**src/rtl/alloc_sched_pkg.sv**
```systemverilog
// Shared types for the allocation-stage scheduler: ROB id width and queue entry layout.
package alloc_sched_pkg;

  localparam int ROB_DEPTH = 16;
  localparam int PAYLOAD_W = 64;
  localparam int ROBID_W   = $clog2(ROB_DEPTH);

  typedef logic [ROBID_W-1:0] t_rob_id;

  typedef struct packed {
    logic [PAYLOAD_W-1:0] payload;
    logic                 mm;
    t_rob_id              robid;
  } t_alloc_q_entry;

endpackage

```
**src/rtl/alloc_queue.sv**
```systemverilog
// Two-entry in-order allocation FIFO; head visible combinationally, clear beats push/pop.
module alloc_queue
  import alloc_sched_pkg::*;
(
  input  logic           clk,
  input  logic           reset,
  input  logic           push_i,
  input  t_alloc_q_entry push_dat_i,
  input  logic           pop_i,
  input  logic           clear_i,
  output logic           head_vld_o,
  output t_alloc_q_entry head_dat_o,
  output logic [1:0]     count_o
);

  t_alloc_q_entry mem_q [2];
  logic           rd_ptr_q, rd_ptr_d;
  logic           wr_ptr_q, wr_ptr_d;
  logic [1:0]     count_q, count_d;

  always_comb begin
    rd_ptr_d = rd_ptr_q;
    wr_ptr_d = wr_ptr_q;
    count_d  = count_q;
    if (clear_i) begin
      rd_ptr_d = 1'b0;
      wr_ptr_d = 1'b0;
      count_d  = 2'd0;
    end else begin
      if (push_i) wr_ptr_d = ~wr_ptr_q;
      if (pop_i)  rd_ptr_d = ~rd_ptr_q;
      count_d = count_q + 2'(push_i) - 2'(pop_i);
    end
  end

  always_ff @(posedge clk or negedge reset) begin
    if (!reset) begin
      rd_ptr_q <= 1'b0;
      wr_ptr_q <= 1'b0;
      count_q  <= 2'd0;
      mem_q[0] <= '0;
      mem_q[1] <= '0;
    end else begin
      rd_ptr_q <= rd_ptr_d;
      wr_ptr_q <= wr_ptr_d;
      count_q  <= count_d;
      if (push_i && !clear_i) mem_q[wr_ptr_q] <= push_dat_i;
    end
  end

  assign head_vld_o = (count_q != 2'd0);
  assign head_dat_o = mem_q[rd_ptr_q];
  assign count_o    = count_q;

  a_no_push_full: assert property (@(posedge clk) disable iff (!reset)
    !(push_i && !clear_i && count_q == 2'd2));
  a_no_pop_empty: assert property (@(posedge clk) disable iff (!reset)
    !(pop_i && !clear_i && count_q == 2'd0));

endmodule

```
**src/rtl/alloc_sched.sv**
```systemverilog
// Assigns ROB ids to decoded uops, buffers them in order and steers the head to the EX or MM RS.
// stall_de1 depends only on registered queue/ROB occupancy; flush clears everything except next_robid.
module alloc_sched #(
  parameter  int ROB_DEPTH = alloc_sched_pkg::ROB_DEPTH,
  parameter  int PAYLOAD_W = alloc_sched_pkg::PAYLOAD_W,
  localparam int ROBID_W   = $clog2(ROB_DEPTH)
) (
  input  logic                 clk,
  input  logic                 reset,
  input  logic                 uinstr_valid_de1,
  input  logic                 uinstr_mm_de1,
  input  logic [PAYLOAD_W-1:0] uinstr_payload_de1,
  output logic                 stall_de1,
  output logic [ROBID_W-1:0]   next_robid_ra0,
  output logic [ROBID_W:0]     rob_count_ra0,
  input  logic                 rs_stall_ex_rs0,
  input  logic                 rs_stall_mm_rs0,
  output logic                 disp_valid_ex_rs1,
  output logic                 disp_valid_mm_rs1,
  output logic [PAYLOAD_W-1:0] disp_payload_rs1,
  output logic [ROBID_W-1:0]   disp_robid_rs1,
  input  logic                 retire_valid,
  input  logic                 flush
);
  import alloc_sched_pkg::*;

  logic           q_head_vld;
  t_alloc_q_entry q_head;
  t_alloc_q_entry q_push_dat;
  logic [1:0]     q_count;

  logic                 accept, go, retire_ok, head_blocked;
  logic [ROBID_W-1:0]   next_robid_q, next_robid_d;
  logic [ROBID_W:0]     rob_count_q, rob_count_d;
  logic                 disp_vld_ex_q, disp_vld_ex_d;
  logic                 disp_vld_mm_q, disp_vld_mm_d;
  logic [PAYLOAD_W-1:0] disp_payload_q, disp_payload_d;
  logic [ROBID_W-1:0]   disp_robid_q, disp_robid_d;

  assign stall_de1    = (q_count == 2'd2) | (rob_count_q == (ROBID_W+1)'(ROB_DEPTH));
  assign accept       = uinstr_valid_de1 & ~stall_de1 & ~flush;
  // Strict in-order: only the head's own target stall matters; the second entry waits behind it.
  assign head_blocked = q_head.mm ? rs_stall_mm_rs0 : rs_stall_ex_rs0;
  assign go           = q_head_vld & ~head_blocked & ~flush;
  assign retire_ok    = retire_valid & (rob_count_q != '0) & ~flush;

  always_comb begin
    q_push_dat         = '0;
    q_push_dat.payload = uinstr_payload_de1;
    q_push_dat.mm      = uinstr_mm_de1;
    q_push_dat.robid   = next_robid_q;
  end

  alloc_queue u_alloc_queue (
    .clk        (clk),
    .reset      (reset),
    .push_i     (accept),
    .push_dat_i (q_push_dat),
    .pop_i      (go),
    .clear_i    (flush),
    .head_vld_o (q_head_vld),
    .head_dat_o (q_head),
    .count_o    (q_count)
  );

  always_comb begin
    next_robid_d   = next_robid_q + ROBID_W'(accept);
    rob_count_d    = rob_count_q + (ROBID_W+1)'(accept) - (ROBID_W+1)'(retire_ok);
    disp_vld_ex_d  = go & ~q_head.mm;
    disp_vld_mm_d  = go & q_head.mm;
    disp_payload_d = disp_payload_q;
    disp_robid_d   = disp_robid_q;
    if (go) begin
      disp_payload_d = q_head.payload;
      disp_robid_d   = q_head.robid;
    end
    if (flush) rob_count_d = '0;
  end

  always_ff @(posedge clk or negedge reset) begin
    if (!reset) begin
      next_robid_q   <= '0;
      rob_count_q    <= '0;
      disp_vld_ex_q  <= 1'b0;
      disp_vld_mm_q  <= 1'b0;
      disp_payload_q <= '0;
      disp_robid_q   <= '0;
    end else begin
      next_robid_q   <= next_robid_d;
      rob_count_q    <= rob_count_d;
      disp_vld_ex_q  <= disp_vld_ex_d;
      disp_vld_mm_q  <= disp_vld_mm_d;
      disp_payload_q <= disp_payload_d;
      disp_robid_q   <= disp_robid_d;
    end
  end

  assign next_robid_ra0    = next_robid_q;
  assign rob_count_ra0     = rob_count_q;
  assign disp_valid_ex_rs1 = disp_vld_ex_q;
  assign disp_valid_mm_rs1 = disp_vld_mm_q;
  assign disp_payload_rs1  = disp_payload_q;
  assign disp_robid_rs1    = disp_robid_q;

  a_one_disp: assert property (@(posedge clk) disable iff (!reset)
    !(disp_vld_ex_q && disp_vld_mm_q));
  a_rob_bound: assert property (@(posedge clk) disable iff (!reset)
    rob_count_q <= (ROBID_W+1)'(ROB_DEPTH));
  a_retire_empty: assert property (@(posedge clk) disable iff (!reset)
    !(retire_valid && rob_count_q == '0));

endmodule

```
**config.mk**
```make
export PLATFORM = sky130hd
export DESIGN_NAME = alloc_sched
export DESIGN_NICKNAME = d
export VERILOG_FILES = /design/src/rtl/alloc_sched_pkg.sv /design/src/rtl/alloc_queue.sv /design/src/rtl/alloc_sched.sv
export SDC_FILE = /design/constraint.sdc
export NUM_CORES = 1
export LEC_CHECK = 0
export BUFFER_PORTS_ARGS = -buffer_cell sky130_fd_sc_hd__buf_2
export CORE_ASPECT_RATIO = 1.2
export CORE_MARGIN = 1
export CORE_UTILIZATION = 56
export DETAILED_ROUTE_END_ITERATION = 6
export GPL_TIMING_DRIVEN = 0
export HOLD_SLACK_MARGIN = 0.1
export MAX_ROUTING_LAYER = met4
export PLACE_DENSITY = 0.91
export SLEW_MARGIN = 20
export SYNTH_ARGS = -nofsm -noshare
export SYNTH_HDL_FRONTEND = slang
export SYNTH_SLANG_ARGS = --single-unit
```
**constraint.sdc**
```tcl
create_clock -name clk -period 3.5 [get_ports clk]
set_input_delay 0.525 -clock clk [delete_from_list [all_inputs] [get_ports clk]]
set_output_delay 0.525 -clock clk [all_outputs]
set_load 0.1 [all_outputs]
```
; Word level (Yosys, flattened, before mapping)
; Cells that the tools add are included.
[word_totals]
reg_bits = 221
in_bits = 72
out_inout_bits = 80
wordCells = 62
[op_classes]
addsub = 5
n_lt_le_gt_ge = 3
n_eq_ne = 2
mux = 13
bitwise = 17
reduce_logical = 7
[ops]
columns = operator, n
row1 = $mux 69, 4
row2 = $bwmux 138, 1
row3 = $demux 69 s1, 1
row4 = $and 1x1->1, 8
row5 = $not 1->1, 6
row6 = $reduce_bool 2->1, 3
row7 = $add 5x1->5, 1
row8 = $eq 5x5->1 const B, 1
row9 = $mux 1, 5
row10 = $mux 5, 1
row11 = $reduce_bool 5->1, 1
row12 = $sub 5x1->5, 1
row13 = $add 4x1->4, 1
row14 = $ge 2x2->1 const B, 2
row15 = $not 1->2, 2
row16 = $add 2x1->2, 1
row17 = $eq 2x2->1 const B, 1
row18 = $logic_and 1x1->1, 2
row19 = $lt 2x1->1 const B, 1
row20 = $mux 2, 1
row21 = $sub 2x1->2, 1
row22 = $logic_not 1->1, 1
row23 = $or 1x1->1, 1

; Logic depth before layout (Yosys ltp)
; Gate-level depths: netlist of the first run.
[depth]
depth_word = 10
depth_mapped = 14
depth_no_buf = 14

; Modules after synthesis
; Synthesis of the first run repeated with hierarchy kept, for this count alone.
[unflattened]
hier_cells = 591
area_unflattened_um2 = 9634.2
[modules_own_cells]
columns = module, n_inst, cells_each, area_per_inst_um2, seq_area_each_um2
row1 = alloc_queue, 1, 385, 6133.4, 3553.4
row2 = alloc_sched, 1, 206, 3500.9, 1976.9

; Worst setup path before layout of the first run
; No wires, ideal clock.
[synth_path]
kind = flip-flop to flip-flop
start = reg rob_count_q[2], in the netlist rob_count_ra0[2]
end = reg rob_count_q[4], in the netlist rob_count_ra0[4]
setup_time_ns = 0.135
t_arrival_ns = 3.071
required_ns = 3.365
setup_slack_ns = 0.294
stages_incl_launch_ff = 15
n_path_buf = 0
period_less_slack_ns = 3.206
path_cell_list = dfrtp_1 inv_1 ha_1 nand4bb_1 and4b_1 inv_1 ha_1 inv_1 ha_1 inv_1 fa_1 nor2b_1 o21bai_1 a21oi_1 nor3b_1
[synth_via]
elab_chain_len = 8
word_cells_on_any_way = 11
cone_classes = add/sub: 2 / eq/ne: 1 / mux: 1 / bitwise: 6 / reduce/logical: 1
[synth_lines]
columns = item, line_no
row1 = start: declaration, alloc_sched.sv:34  ; logic [ROBID_W:0] rob_count_q, rob_count_d;
row2 = start signal: assignment, alloc_sched.sv:90  ; rob_count_q <= rob_count_d;
row3 = $eq 5x5->1, alloc_sched.sv:40  ; assign stall_de1 = (q_count == 2'd2) | (rob_count_q == (ROBID_W+1)'(ROB_DEPTH));
row4 = $or 1x1->1, alloc_sched.sv:40
row5 = $not 1->1, alloc_sched.sv:41  ; assign accept = uinstr_valid_de1 & ~stall_de1 & ~flush;
row6 = $and 1x1->1 (2 in series), alloc_sched.sv:41
row7 = $add 5x1->5, alloc_sched.sv:68  ; rob_count_d = rob_count_q + (ROBID_W+1)'(accept) - (ROBID_W+1)'(retire_ok);
row8 = $sub 5x1->5 *, alloc_sched.sv:68
row9 = $mux 5 *, alloc_sched.sv:77  ; if (flush) rob_count_d = '0;
row10 = named net rob_count_d[4], alloc_sched.sv:34
; The timed path passes the listed nets; every way through them passes the cells marked *.
; A chain may end at the register's enable or synchronous reset.

; Final worst setup path of the first run
[layout_path]
start = reg rob_count_q[3], in the netlist rob_count_ra0[3]
end = reg rob_count_q[4], in the netlist rob_count_ra0[4]
; The elaborated chain is that of the path after synthesis.

==> summary.txt, run 1 <==
Timing
  – Fin. Hold Viols: 0
  – Fmax: around 350 MHz
  – Final Setup Violations: 0
  – Period utilization: 0.820
  – Post-layout min period: around 2.9 ns
  – Worst rel slew slack: 0.524
  – Max Clock Skew: 0.0128 ns
  – Final setup margin: between 0.6 and 0.7 ns
  – Max-slew violations: 0
  – Hold_ws: between 0.2 and 0.25 ns
  – Worst slew pin tran: approximately 0.7 ns
  – RSZ-0062 raised after global routing: false

Setup path
  – CP Data Required Time: just under 4 ns
  – Largest stage delay on the critical path: slightly below 0.4 ns
  – Crit path DAT: around 3.3 ns
  – Crit Path Class: reg2reg
  – Top Family by Delay on Critical Path: adder cells
  – CP max stage cell: dfrtp_1
  – Reg2reg setup slack: between 0.6 and 0.7 ns
  – Crit. End Element: register
  – Crit path cell chain: inv_1 -> ha_1 -> nand4bb_1 -> and4b_1 -> inv_1 -> ha_1 -> inv_1 -> ha_1 -> inv_1 -> fa_1 -> nor2b_1 -> o21bai_1 -> nand3_1 -> nor3b_1
  – Crit Path Max Fanout: 4
  – Worst Path Buf+Inv: 4
  – Worst Setup Start Kind: register
  – Most frequent CP cell: inv_1

GRT
  – Largest net degree at the start of global routing: 108
  – GRT Resource Usage Total: 0.233
  – First-pass GRT wire length: 30.6 mm
  – Number of global-route vias before repair: 6093
  – Global route total overflow: 0
  – Initial antenna violation count: 1

Run
  – Max cap viols: 0

CTS
  – H-tree depth: 1
  – CTS buffer count: 22
  – Clock Latency Late Sink: around 0.50 ns
  – Maximum clock insertion buffer count: 3
  – Reg clk slew, reported paths: roughly 0.06 ns
  – Sink Count: 221
  – CTS tree: built
  – Post-CTS Repair Setup Buffers: 0
  – Root Driver: clkbuf_16

Place
  – GPL Wtd Cong: around 0.76
  – Post-placement cell count: roughly 950
  – Dpl hpwl: about 13 mm
  – Placed cell area: 10400 um^2
  – Place WS: around 0.62 ns
  – Port buffer count: approximately 150

Routing
  – DR pass1 iterations: 4
  – Drt initial violations: 205
  – Vias post-DR: 5363
  – Final WL: 18.6 mm
  – WL/cell: between 15 and 20 um
  – Drt drc: 0
  – Antenna-violating nets left: 0
  – Via-per-instance ratio: 5.40

Final layout
  – Area grow syn2layout: 19.9%
  – Most common cell after layout, fill and taps aside: mux2_2
  – Filler instances: around 1100
  – Nets@finish: roughly 850
  – Most frequent cells in the layout: mux2_2 (266), dfrtp_1 (221), buf_2 (167), clkbuf_16 (22), inv_1 (11)
  – Area of the multi-input gates: 3580 um^2
  – Register area: roughly 5500 um^2
  – Final non-filler cell total: approximately 1000
  – Layout cell share with drive strength beyond 1: 0.630
  – Final instance area: approximately 11000 um^2

Die
  – Core Box Area: around 16000 um^2
  – Initial Util: 0.572
  – Die ar.: roughly 17000 um^2
  – Die X: between 100 and 150 um
  – Number of top-level pins: 152
  – Height of the die: between 100 and 150 um
  – Rows: 51

Synth
  – #FFs+latches synth: 221
  – Synth warnings: 0
  – Syn_area_per_cell: roughly 16 um^2
  – Seq/Total Area, Yosys: 0.594
  – Post-Syn Area: 9310 um^2
  – Post-synth cell types: 31
  – Syn nets: 671
  – Syn Inst Count: 588

Status
  – Outcome: complete, no violations

Worst hold path
  – Worst hold path type: in2reg
[cells in the mapped netlist (all sizes together)]
cell type,count,area share
clkbuf,8,0.0032
mux2,275,0.34
or3,1,0.00067
nor4b,2,0.0035
o21ai,1,0.00054
nand2,2,0.00081
nand2b,1,0.00067
xnor2,3,0.0028
dfrtp,221,0.59
a21oi,3,0.0016
buf,22,0.014
nand3,3,0.0016
ha,10,0.013
nor4,1,0.0023
and4b,1,0.0011
xor2,4,0.0038
nand4bb,1,0.0012
inv,11,0.0044
mux2i,1,0.0024
nor3,1,0.00054
fa,1,0.0021
nor3b,2,0.0016
o21bai,1,0.00081
nor2,7,0.0034
nor2b,4,0.0027
a21o,1,0.00081
[per-stage QoR]
step                      TNS, ns  utilization
after global routing            0        0.686
after floorplan                 0            -
after detailed placement        0        0.639
after global placement    -308.12        0.635
after CTS                       0        0.686
final                           0        0.686
[registers in the layout (all words and copies together) (netlist names)]
signal	cells
u_alloc_queue.mem_q	138
disp_payload_rs1	64
rob_count_ra0	5
disp_robid_rs1	4
next_robid_ra0	4
u_alloc_queue.count_o	2
disp_valid_ex_rs1	1
disp_valid_mm_rs1	1
u_alloc_queue.rd_ptr_q	1
u_alloc_queue.wr_ptr_q	1
[cell type report]
cell class                 count  share of cell area
multi-input combinational    326               0.321
sequential                   221               0.495
timing repair buffer         154              0.0744
tap                          212              0.0238
buffer                        30              0.0143
clock buffer                  28              0.0549
antenna                        1            0.000224
clock inverter                11              0.0129
inverter                      11             0.00370
[routing by layer]
metal	wire (um)	vias to the layer above	GRT usage
met1	7510	2758	0.273
met3	1010	31	0.0447
li1	-	2437	-
met2	9720	137	0.409
met4	341	0	0.0651
met5	0	-	-
[final timing paths]
path / to / cells past startpoint / startpoint
worst max-delay path: rob_count_ra0[4]$_DFF_PN0_ / 14 / rob_count_ra0[3]$_DFF_PN0_
worst min-delay path: disp_valid_ex_rs1$_DFF_PN0_ / 2 / rs_stall_ex_rs0
worst max register to register: rob_count_ra0[4]$_DFF_PN0_ / 14 / rob_count_ra0[3]$_DFF_PN0_
worst min register to register: disp_payload_rs1[4]$_DFFE_PN0P_ / 1 / disp_payload_rs1[4]$_DFFE_PN0P_
max in group asynchronous: u_alloc_queue.mem_q[100]$_DFFE_PN0P_ / 3 / reset
min in group asynchronous: disp_payload_rs1[57]$_DFFE_PN0P_ / 2 / reset
[kinds of logic (layout without fill, tap and decap cells)]
kind of cell | after synthesis | count (layout) | share of synthesized area
buffers and inverters | 41 | 234 | 0.0216
xor gates and xnor gates | 7 | 7 | 0.00658
muxes | 276 | 276 | 0.339
and+or+nand+nor | 26 | 26 | 0.0200
adders and majority gates | 11 | 11 | 0.0156
AOI/OAI and AO/OA | 6 | 6 | 0.00376
DFF | 221 | 221 | 0.594
other | 0 | 1 | 0
[repair_timing]
action | in CTS | in global routing
endpoints found under the setup margin | 0 | 0
hold buffers | 1 | 0
gates resized for setup | 0 | 0
endpoints found under the hold margin | 14 | 0
Power of run 1 is left out: the tool's default activity adds up to more than one toggle a clock period on the data nets, which glitch-free logic cannot reach.
==> run 2: changes to the inputs <==
==> constraint.sdc (replaced) <==
create_clock -name clk -period 2.7 [get_ports clk]
set_input_delay 0.405 -clock clk [delete_from_list [all_inputs] [get_ports clk]]
set_output_delay 0.405 -clock clk [all_outputs]
set_load 0.1 [all_outputs]
==> summary.txt, run 2 (synthesized netlist as in run 1, its figures left out) <==
Place
  – Dpl hpwl: 13.6 mm (+3.9%)
  – GPL Wtd Cong: 0.772 (+1.1%)
  – Port buffer count: 151 (unchanged)

Final layout
  – Filler instances: 1123 (+1.9%)
  – Layout cell share with drive strength beyond 1: 0.653 (+0.0232)
  – Final core occ: 0.694 (+0.00738)
  – Most common cell after layout, fill and taps aside: mux2_2
  – Register area: 5540 um^2 (+0.20%)
  – Area of the multi-input gates: 3670 um^2 (+2.4%)
  – Most frequent cells in the layout: mux2_2 (266), dfrtp_1 (216), buf_2 (165), clkbuf_16 (21), clkbuf_1 (15)
  – Top reg by flops: u_alloc_queue.mem_q
  – Nets@finish: 856 (+0.82%)
  – Max reg flops: 138 (unchanged)
  – Area grow syn2layout: 21.2%

Setup path
  – R2R Path Start: rob_count_ra0[3]$_DFF_PN0_
  – Crit Path Class: reg2reg
  – CP Data Required Time: 3.06 ns (-0.84 ns)
  – Crit Path Max Fanout: 3 (-1)
  – Reg2reg setup slack: 0.05 ns (-0.58 ns)
  – Worst Setup Start Kind: register
  – Crit. End Element: register
  – Crit path DAT: 3.01 ns (-0.26 ns)
  – Critical Path Source: rob_count_ra0[3]$_DFF_PN0_
  – Reg-to-Reg End: rob_count_ra0[4]$_DFF_PN0_
  – Cell count of the worst reg-to-reg path: 14 (unchanged)

GRT
  – Initial antenna violation count: 2 (+1)
  – First-pass GRT wire length: 31.2 mm (+2.1%)
  – Largest net degree at the start of global routing: 101 (-6.5%)
  – Global route total overflow: 0 (unchanged)
  – Number of global-route vias before repair: 6253 (+2.6%)
  – GRT Resource Usage Total: 0.239 (+0.00628)

Routing
  – Drt drc: 0 (unchanged)
  – Antenna-violating nets left: 0 (unchanged)
  – WL/cell: 19.5 um (+4.4%)
  – Drt initial violations: 156 (-24%)
  – DR pass1 iterations: 4 (unchanged)
  – Vias post-DR: 5497 (+2.5%)
  – Via-per-instance ratio: 5.49 (+1.7%)
  – Final WL: 19.6 mm (+5.2%)

Die
  – Number of top-level pins: 152 (unchanged)
  – Height of the die: 143 um (unchanged)
  – Rows: 51 (unchanged)
  – Die ar.: 17200 um^2 (unchanged)
  – Initial Util: 0.572 (unchanged)
  – Core Box Area: 16300 um^2 (unchanged)
  – Die X: 120 um (unchanged)

CTS
  – Sink Count: 221 (unchanged)
  – Root Driver: clkbuf_16
  – Clock Latency Late Sink: 0.50 ns (about the same)
  – H-tree depth: 1 (unchanged)
  – Reg clk slew, reported paths: 0.06 ns (about the same)
  – Maximum clock insertion buffer count: 3 (unchanged)
  – CTS tree: built
  – CTS buffer count: 21 (-4.5%)

Worst hold path
  – WHS Path Cells: 2 (unchanged)
  – Hold-critical path endpoint: disp_valid_ex_rs1$_DFF_PN0_
  – Hold Crit Start: rs_stall_ex_rs0
  – Worst hold path type: in2reg

Timing
  – Period utilization: 0.982 (+0.162)
  – Fin. Hold Viols: 0 (unchanged)
  – Final Setup Violations: 0 (unchanged)
  – Fmax: 377 MHz (+8.2%)
  – Worst slew pin tran: 0.696 ns (-0.0190 ns)
  – Worst rel slew slack: 0.536 (+0.0127)
  – Post-layout min period: 2.65 ns (-0.218 ns)
  – Max-slew violations: 0 (unchanged)
  – RSZ-0062 raised after global routing: true
  – Max Clock Skew: 0.00919 ns (-0.00360 ns)

Run
  – Max cap viols: 0 (unchanged)

Status
  – Outcome: complete, no violations
run 2: critical path: stages, from the launching register on:
cell and delay (ns):
dfrtp_4 0.48, inv_2 0.09, ha_4 0.14, nand4bb_4 0.14, and4b_2 0.29, inv_2 0.07
ha_1 0.23, inv_2 0.07, ha_4 0.13, inv_2 0.04, fa_2 0.39, nor2b_4 0.16
o21bai_4 0.09, a21oi_2 0.16, nor3b_2 0.06
run 2: metal layers:
layer | global-route usage | share of wire | up-vias
li1 | - | - | 2453
met2 | 0.424 | 0.53 | 175
met5 | - | 0 | -
met1 | 0.270 | 0.39 | 2827
met4 | 0.0862 | 0.025 | 0
met3 | 0.0443 | 0.057 | 42
run 2: what timing repair did:
action | 4_1_cts | 5_1_grt
endpoints found under the setup margin | 12 | 12
setup buffers | 3 | 6
hold buffers | 1 | 0
gates cloned | 0 | 0
gates resized for setup | 5 | 14
endpoints found under the hold margin | 34 | 0
pin swaps | 1 | 4
run 2: cell type report:
class	count	area share
antenna	3	0.000665
timing repair buffer	163	0.0796
buffer	29	0.0143
tap	212	0.0235
clock inverter	6	0.00964
inverter	11	0.00388
sequential	221	0.491
clock buffer	31	0.0525
multi-input combinational	326	0.325
run 2: how the worst max path moves through the flow:
| stage | to | depth (start not counted) |
|---|---|---|
| 3_3_place_gp | rob_count_ra0[3]$_DFF_PN0_ | 1 |
| 4_1_cts | rob_count_ra0[4]$_DFF_PN0_ | 14 |
| 2_1_floorplan | rob_count_ra0[4]$_DFF_PN0_ | 14 |
| 6_report | rob_count_ra0[4]$_DFF_PN0_ | 14 |
| 3_5_place_dp | rob_count_ra0[4]$_DFF_PN0_ | 14 |
| 5_1_grt | rob_count_ra0[4]$_DFF_PN0_ | 14 |
run 2: through the flow:
stage                     TNS [ns]  instances  cell area [um^2]  hold slack, ns  worst slack [ns]
final                            0       1002             11300           0.138            0.0487
after global routing       -0.0554       1001             11300           0.123           -0.0314
after CTS                  -0.0466        994             11200           0.122           -0.0466
after floorplan            -0.0309        588              9330           0.109           -0.0309
after detailed placement    -0.277        953             10400           0.299            -0.155
after global placement     -463.75        951             10400           0.481             -2.77
Power of run 2 is left out for the same reason.
